**config.mk**
```make
export PLATFORM = sky130hd
export DESIGN_NAME = logic_arbiter
export DESIGN_NICKNAME = d
export VERILOG_FILES = /design/src/rtl/logic_arbiter.sv
export SDC_FILE = /design/constraint.sdc
export NUM_CORES = 1
export LEC_CHECK = 0
export CORE_UTILIZATION = 30
export DETAILED_ROUTE_END_ITERATION = 8
export PLACE_DENSITY = 0.69
export SLEW_MARGIN = 30
export SYNTH_ARGS = -nofsm -noshare
export SYNTH_HDL_FRONTEND = slang
export SYNTH_SLANG_ARGS = --single-unit
```
**constraint.sdc**
```tcl
create_clock -name clk -period 1.5 [get_ports clk]
set_input_delay 0.3 -clock clk [delete_from_list [all_inputs] [get_ports clk]]
set_output_delay 0.3 -clock clk [all_outputs]
set_load 0.02 [all_outputs]
```
**src/rtl/logic_arbiter.sv**
```systemverilog
// ---------------------------------------------------------------------------
// logic_arbiter
//
// Purpose:
//   Two requesters share one bitwise logic unit (AND / OR / NOT / XOR).
//   A three-state FSM (IDLE -> EXEC -> RESP) grants one requester at a time.
//   Ties are resolved round-robin. Each operation occupies the unit for at
//   least three cycles. The response is held under backpressure.
//
// Configuration macro:
//   LOGIC_ARBITER_XOR_EN
//     defined   : op=3 returns a^b with rsp_err=0
//     undefined : op=3 returns 0 with rsp_err=1
//
// Ports:
//   clk                 in   single clock, rising edge
//   rst                 in   synchronous active-high reset
//   req0_valid/ready    in/out  requester 0 handshake (ready is combinational)
//   req0_op             in   2-bit opcode: 0=AND 1=OR 2=NOT(a) 3=XOR
//   req0_a, req0_b      in   WIDTH-bit operands
//   req1_*              same as req0_* for requester 1
//   rsp_valid           out  result available (registered, RESP state only)
//   rsp_ready           in   consumer accepts the result
//   rsp_data            out  WIDTH-bit result
//   rsp_id              out  owner of the result (0 or 1)
//   rsp_err             out  unsupported opcode was issued
// ---------------------------------------------------------------------------
module logic_arbiter #(
  parameter int WIDTH = 8
) (
  input  logic             clk,
  input  logic             rst,
  input  logic             req0_valid,
  output logic             req0_ready,
  input  logic [1:0]       req0_op,
  input  logic [WIDTH-1:0] req0_a,
  input  logic [WIDTH-1:0] req0_b,
  input  logic             req1_valid,
  output logic             req1_ready,
  input  logic [1:0]       req1_op,
  input  logic [WIDTH-1:0] req1_a,
  input  logic [WIDTH-1:0] req1_b,
  output logic             rsp_valid,
  input  logic             rsp_ready,
  output logic [WIDTH-1:0] rsp_data,
  output logic             rsp_id,
  output logic             rsp_err
);

  typedef enum logic [1:0] {
    IDLE = 2'd0,
    EXEC = 2'd1,
    RESP = 2'd2
  } state_t;

  state_t           r_state;
  logic             r_prio;   // requester that wins the next tie
  logic [1:0]       r_op;
  logic [WIDTH-1:0] r_a;
  logic [WIDTH-1:0] r_b;
  logic             r_id;

  logic             w_grant;
  logic             w_grant_id;
  logic [WIDTH-1:0] w_result;
  logic             w_err;

  // A grant happens only in IDLE. Reset gating keeps both ready lines low
  // while rst is asserted, even if the FSM is already sitting in IDLE.
  assign w_grant    = (r_state == IDLE) && !rst && (req0_valid || req1_valid);
  // When only one requester is valid it wins outright. On a tie the
  // round-robin pointer decides.
  assign w_grant_id = (req0_valid && req1_valid) ? r_prio : req1_valid;

  assign req0_ready = w_grant && !w_grant_id;
  assign req1_ready = w_grant &&  w_grant_id;

  // Shared logic unit, fed from the captured operands
  always_comb begin
    w_result = '0;
    w_err    = 1'b0;
    case (r_op)
      2'd0: w_result = r_a & r_b;
      2'd1: w_result = r_a | r_b;
      2'd2: w_result = ~r_a;
      2'd3: begin
`ifdef LOGIC_ARBITER_XOR_EN
        w_result = r_a ^ r_b;
        w_err    = 1'b0;
`else
        w_result = '0;
        w_err    = 1'b1;
`endif
      end
      default: begin
        w_result = '0;
        w_err    = 1'b1;
      end
    endcase
  end

  always_ff @(posedge clk) begin
    if (rst) begin
      r_state   <= IDLE;
      r_prio    <= 1'b0;
      r_op      <= 2'd0;
      r_a       <= '0;
      r_b       <= '0;
      r_id      <= 1'b0;
      rsp_valid <= 1'b0;
      rsp_data  <= '0;
      rsp_id    <= 1'b0;
      rsp_err   <= 1'b0;
    end else begin
      case (r_state)
        IDLE: begin
          if (w_grant) begin
            r_op    <= w_grant_id ? req1_op : req0_op;
            r_a     <= w_grant_id ? req1_a  : req0_a;
            r_b     <= w_grant_id ? req1_b  : req0_b;
            r_id    <= w_grant_id;
            // The pointer moves only on a real grant. Dropped requests leave it alone.
            r_prio  <= ~w_grant_id;
            r_state <= EXEC;
          end
        end
        EXEC: begin
          rsp_data  <= w_result;
          rsp_id    <= r_id;
          rsp_err   <= w_err;
          rsp_valid <= 1'b1;
          r_state   <= RESP;
        end
        RESP: begin
          // The response registers are written only in EXEC, so they stay
          // stable for as long as the consumer stalls.
          if (rsp_ready) begin
            rsp_valid <= 1'b0;
            r_state   <= IDLE;
          end
        end
        default: begin
          rsp_valid <= 1'b0;
          r_state   <= IDLE;
        end
      endcase
    end
  end

endmodule
```
==> results of run 1 <==
## state kept, by name, indices dropped and copies added (netlist names)
name       count
r_id           1
r_prio         1
r_op           2
rsp_id         1
r_b            8
rsp_data       8
rsp_valid      1
r_a            8
rsp_err        1
r_state        2
## final timing paths
kind,start,end,cells past startpoint
setup / recovery,req1_valid,req1_ready,5
hold / removal,rsp_err$_SDFFE_PP0P_,rsp_err$_SDFFE_PP0P_,2
setup reg to reg,r_prio$_SDFFE_PP0P_,r_b[2]$_SDFFE_PP0P_,4
hold reg to reg,rsp_err$_SDFFE_PP0P_,rsp_err$_SDFFE_PP0P_,2
## Yosys cell counts
cell	number	area, um2
dfxtp_1	33	661
buf_2	3	15.0
nand3_1	1	5.00
a31oi_1	16	100
o31ai_1	1	7.51
buf_1	2	7.51
nand3b_1	19	143
nor2_1	6	22.5
and3_4	1	11.3
clkbuf_2	1	5.00
a311oi_1	11	96.3
nor3_1	1	5.00
nand2_1	8	30.0
nor2b_1	3	18.8
inv_1	1	3.75
a311oi_2	7	105
nand2b_1	2	12.5
a21oi_1	13	65.1
o211a_1	2	20.0
and2_1	1	6.26
or2_1	1	6.26
o221a_2	8	90.1
o21ai_0	35	175
mux2i_1	1	10.0
clkbuf_1	12	45.0
inv_2	1	3.75
buf_6	3	33.8
## repair_timing
action	CTS	global route
setup endpoints to repair	14	2
pin swaps	3	2
gates resized for setup	32	3
## power groups by stage
stage | Combinational, uW | Sequential (uW) | Clock [uW]
floorplan | 349 | 1060 | 0
detailed placement | 632 | 1040 | 0
global placement | 625 | 1040 | 0
CTS | 618 | 1030 | 750
finish | 614 | 1030 | 735
global route | 673 | 1040 | 789
## layer usage
layer,part of all wire,track usage,wire [um]
met5,0,0,0
met3,0.061,0.0471,277
met2,0.46,0.258,2080
met4,0.017,0.0585,75
met1,0.46,0.199,2100
## cell usage in the layout (no fill, tap or decap), types with 2 or more instances in the layout
cell,count
clkdlybuf4s50_1,37
o21ai_0,35
dfxtp_1,31
nand3b_1,19
a31oi_1,16
buf_4,16
a21oi_1,13
dlygate4sd2_1,12
a311oi_1,11
nand2_1,8
o221a_2,8
a311oi_2,7
clkbuf_8,7
nor2_1,4
nand2b_1,2
o211a_1,2
clkdlybuf4s15_1,2
buf_6,2
## cell type report
cell class / instances / share of cell area
tap: 72 / 0.0367
clock buffer: 7 / 0.0392
inverter: 2 / 0.00306
sequential: 33 / 0.271
clock inverter: 1 / 0.00204
timing repair buffer: 69 / 0.260
multi-input combinational: 137 / 0.388
## worst max-delay path: cells and delay by family
kind	cells	cell delay [ns]
simple gates	3	0.55
buf+inv	2	0.33
## logic make-up (layout without fill, tap and decap cells)
logic type | count (synthesis) | after routing | synth area share
flip-flops | 33 | 33 | 0.388
multiplexers | 1 | 1 | 0.00587
buffers and inverters | 23 | 79 | 0.0668
AND/OR/NAND/NOR | 43 | 43 | 0.153
AO/OA/AOI/OAI | 93 | 93 | 0.387
## stage by stage
step,utilization,cells
finish,0.446,321
global route,0.446,321
CTS,0.445,321
detailed placement,0.426,313
global placement,0.426,313
floorplan,-,193
==> results.py, run 1 <==
metrics = {
    "run_status": {
        "outcome": "finished, final reports clean",
    },
    "timing": {
        "final.setup.tns_ns": 0,
        "worst_hold_slack_ns": 0.471,
        "setup-violations-final": 0,
        "period_minus_slack_ns": 1.48,
        "grt_setup_unrepaired": "yes",
        "final.setup_skew_ns": 0.00556,
        "layout_worst_path_cycle_share": 0.989,
        "final_max_slew_viol_count": 0,
        "final_critical_path_setup_slack_ns": 0.0170,
        "achievable-frequency_mhz": 674,
        "max_slew_margin": 0.811,
        "worst_slew_pin_slew_ns": 0.283,
        "report.final.hold_viol_count": 0,
    },
    "clock_tree": {
        "cts_tree": "built",
        "clock-sinks": 33,
        "clock_insertion_delay_worst_skew_ns": 0.29,
        "maximum_buffer_depth_of_the_clock_tree": 2,
        "total_of_hold_buffers_inserted_after_clock_tree_synthesis": 0,
        "clockRootBuffer": "clkbuf_8",
        "post-cts-setup-buffers": 0,
        "clkSlewWorstSetupHoldPaths_ns": 0.07,
        "numCtsBuffers": 5,
        "cts_max_level": 2,
    },
    "finish": {
        "area_delta_synth_final_pct": 44.1,
        "area.sequential_um2": 666,
        "multiInputGateArea_um2": 952,
        "antenna-diode-count": 0,
        "design.final.nets": 289,
        "final_layout_size_suffix_gt1_frac": 0.201,
        "n_fill_cell": 561,
        "final_cell_area_um2": 2450,
    },
    "yosys": {
        "synth_seq_area_share": 0.388,
        "yosys_warnings": 0,
        "synthesis.instances": 193,
        "synth_fp_nets": 234,
        "ys_seq_elements": 33,
        "avgSynthCellArea_um2": 8.83,
        "netlist_area_um2": 1700,
        "synth_cell_type_count": 27,
    },
    "detailed_routing": {
        "vias_post_dr": 1708,
        "dr.first_iter.drc_count": 116,
        "avgRoutedWirePerCell_um": 14.1,
        "drt_pass1_iterations": 4,
        "postRouteAntennaNets": 0,
        "routed_via_count_divided_by_cell_count": 5.32,
        "drt_drc_violations_left": 0,
        "drt-total-wl_um": 4530,
    },
    "floorplan": {
        "fp.coreArea_um2": 5510,
        "starting_density_of_the_core": 0.309,
        "design.die.area_um2": 5990,
        "fp.dieH_um": 77.4,
        "ios": 54,
        "fp.dieW_um": 77.4,
        "row_count": 27,
    },
    "setup_path": {
        "ff2ff_setup_slack_ns": 0.20,
        "cp_data_required_time_ns": 1.20,
        "crit_path_start_kind": "input port",
        "timing.critical_path.to_type": "output pin",
        "worst_path_max_delay_cell": "or2_1",
        "critical-path-max-stage-delay_ns": 0.24,
        "crit_type": "in -> out",
        "crit_path_cell_trace": "clkdlybuf4s15_1 > or2_1 > and3_4 > and2_4 > buf_6",
        "worstPathArrival_ns": 1.18,
        "worstPathMaxFanout": 4,
    },
    "global_routing": {
        "grt_overflow_total": 0,
        "groute.usage.overall": 0.159,
        "global_route_wire_length_before_repair_um": 7480,
        "grt_antenna_before_repair": 0,
        "largest_net_degree_at_the_start_of_global_routing": 38,
        "first_global_vias": 1556,
    },
    "power": {
        "p_sw_uw": 684,
        "seq_power_share": 0.432,
        "design_power_total_uw": 2380,
        "peakVddDrop_mv": 0.390,
        "cellInternalPower_uw": 1690,
        "leakagePower_uw": 0.000895,
        "power.switching_fraction": 0.288,
        "powerDensity_nw_per_um2": 967,
        "power.clock.fraction": 0.309,
        "power_frac_comb": 0.259,
    },
    "run": {
        "drv.max_cap_violation_count": 0,
    },
    "min_path": {
        "timing.hold.worst.class": "reg -> reg",
    },
    "place": {
        "dp_hpwl_um": 3230,
        "cell_area_after_placement_um2": 2350,
        "place_congestion": 0.831,
        "io_buffer_count": 53,
        "preCtsSetupSlack_ns": -0.709,
    },
}
(Power assumes the default switching activity.)
==> run 2, diff against run 1 <==
==> constraint.sdc (replaced) <==
create_clock -name clk -period 1.5 [get_ports clk]
set_input_delay 0.45 -clock clk [delete_from_list [all_inputs] [get_ports clk]]
set_output_delay 0.45 -clock clk [all_outputs]
set_load 0.02 [all_outputs]
==> results.py, run 2 (same netlist as run 1, synthesis figures left out) <==
metrics = {
    "run_status": {
        "outcome": "complete, but fails checks",
        "violations": "negative setup slack",
    },
    "clock_tree": {
        "clockRootBuffer": "clkbuf_8",
        "clkSlewWorstSetupHoldPaths_ns": 0.06,
        "numCtsBuffers": 5,
        "cts_max_level": 2,
        "clock_insertion_delay_worst_skew_ns": 0.28,
        "cts_tree": "built",
        "maximum_buffer_depth_of_the_clock_tree": 2,
        "clock-sinks": 33,
        "total_of_hold_buffers_inserted_after_clock_tree_synthesis": 0,
    },
    "detailed_routing": {
        "vias_post_dr": 1701,
        "drt-total-wl_um": 4610,
        "drt_pass1_iterations": 4,
        "postRouteAntennaNets": 0,
        "routed_via_count_divided_by_cell_count": 5.28,
        "avgRoutedWirePerCell_um": 14.3,
        "drt_drc_violations_left": 0,
        "dr.first_iter.drc_count": 134,
    },
    "global_routing": {
        "global_route_wire_length_before_repair_um": 7420,
        "largest_net_degree_at_the_start_of_global_routing": 38,
        "grt_overflow_total": 0,
        "first_global_vias": 1471,
        "groute.usage.overall": 0.157,
        "grt_antenna_before_repair": 0,
    },
    "finish": {
        "antenna-diode-count": 0,
        "n_fill_cell": 554,
        "design.final.nets": 290,
        "final_layout_size_suffix_gt1_frac": 0.208,
        "layout_common_cells": "37 x clkdlybuf4s50_1, 35 x o21ai_0, 30 x dfxtp_1",
        "finalCoreUtilization": 0.444,
        "area_delta_synth_final_pct": 43.5,
        "layout_top_registers": "r_a x8, r_b x8, rsp_data x8",
        "area.sequential_um2": 664,
        "final_common_cell": "clkdlybuf4s50_1",
        "multiInputGateArea_um2": 952,
    },
    "floorplan": {
        "row_count": 27,
        "fp.dieH_um": 77.4,
        "ios": 54,
        "fp.dieW_um": 77.4,
        "fp.coreArea_um2": 5510,
        "starting_density_of_the_core": 0.309,
        "design.die.area_um2": 5990,
    },
    "power": {
        "peakVddDrop_mv": 0.329,
        "power_frac_comb": 0.273,
        "power.switching_fraction": 0.293,
        "leakagePower_uw": 0.000888,
        "power.clock.fraction": 0.276,
        "p_sw_uw": 667,
        "cellInternalPower_uw": 1610,
        "powerDensity_nw_per_um2": 932,
        "seq_power_share": 0.451,
    },
    "setup_path": {
        "crit_path_start_kind": "input port",
        "crit_type": "in -> out",
        "worstPathMaxFanout": 3,
        "worstPathArrival_ns": 1.20,
        "cp_data_required_time_ns": 1.05,
        "timing.critical_path.to_type": "output pin",
    },
    "timing": {
        "final.setup_skew_ns": 0.00436,
        "max_slew_margin": 0.814,
        "worst_slew_pin_slew_ns": 0.279,
        "setup-violations-final": 2,
        "final_max_slew_viol_count": 0,
        "grt_setup_unrepaired": "yes",
        "report.final.hold_viol_count": 0,
        "layout_worst_path_cycle_share": 1.10,
        "achievable-frequency_mhz": 607,
        "period_minus_slack_ns": 1.65,
        "final_critical_path_setup_slack_ns": -0.147,
    },
    "place": {
        "dp_hpwl_um": 3250,
        "io_buffer_count": 53,
        "place_congestion": 0.833,
        "preCtsSetupSlack_ns": -1.03,
    },
    "min_path": {
        "timing.hold.worst.class": "reg -> reg",
    },
    "run": {
        "drv.max_cap_violation_count": 0,
    },
}
==> run 2: layout make-up <==
cell class	count	area share
clock buffers	8	0.0328
flip-flops and latches	33	0.272
repair buffers	70	0.266
multi-input cells	137	0.389
inverters	2	0.00307
well taps	72	0.0368
==> run 2: path summary, 6_finish.rpt <==
check,from,end,slack [ns],cells after the start
max,req0_valid,req1_ready,-0.15,5
min,rsp_err$_SDFFE_PP0P_,rsp_err$_SDFFE_PP0P_,0.47,2
max reg2reg,r_prio$_SDFFE_PP0P_,r_b[1]$_SDFFE_PP0P_,0.18,4
min reg2reg,rsp_err$_SDFFE_PP0P_,rsp_err$_SDFFE_PP0P_,0.47,2
==> run 2: repair_timing <==
item,4_1_cts,5_1_grt
resized for setup,40,3
setup endpoints to repair,33,2
buffers inserted,1,0
pin swaps,3,3
==> run 2: power by group through the flow <==
stage	logic, uW	registers, uW	clock network [uW]
after floorplan	349	1060	0
after global placement	625	1040	0
after detailed placement	632	1040	0
after CTS	622	1030	632
after global routing	677	1040	678
final	622	1030	628
==> run 2: metrics by stage <==
step	cell area [um2]	instances	total power (uW)	TNS (ns)	hold slack, ns
3_5_place_dp	2350	313	1680	-10.36	0.467
4_1_cts	2440	322	2280	-0.288	0.475
3_3_place_gp	2350	313	1670	-9.57	0.459
5_1_grt	2440	322	2400	-0.336	0.503
2_1_floorplan	1720	193	1410	-0.656	0.448
6_report	2440	322	2280	-0.285	0.471
==> run 2: routing by layer <==
| layer | vias up | share of wire | global-route usage |
|---|---|---|---|
| met5 | - | 0 | 0 |
| met4 | 0 | 0.011 | 0.0585 |
| met3 | 4 | 0.043 | 0.0306 |
| met2 | 53 | 0.48 | 0.251 |
| met1 | 784 | 0.47 | 0.207 |
| li1 | 860 | - | - |
==> run 2: critical path, stage by stage <==
cell,delay (ns)
buf_6,0.09
or2_4,0.24
and3_4,0.16
and2_4,0.13
buf_6,0.12
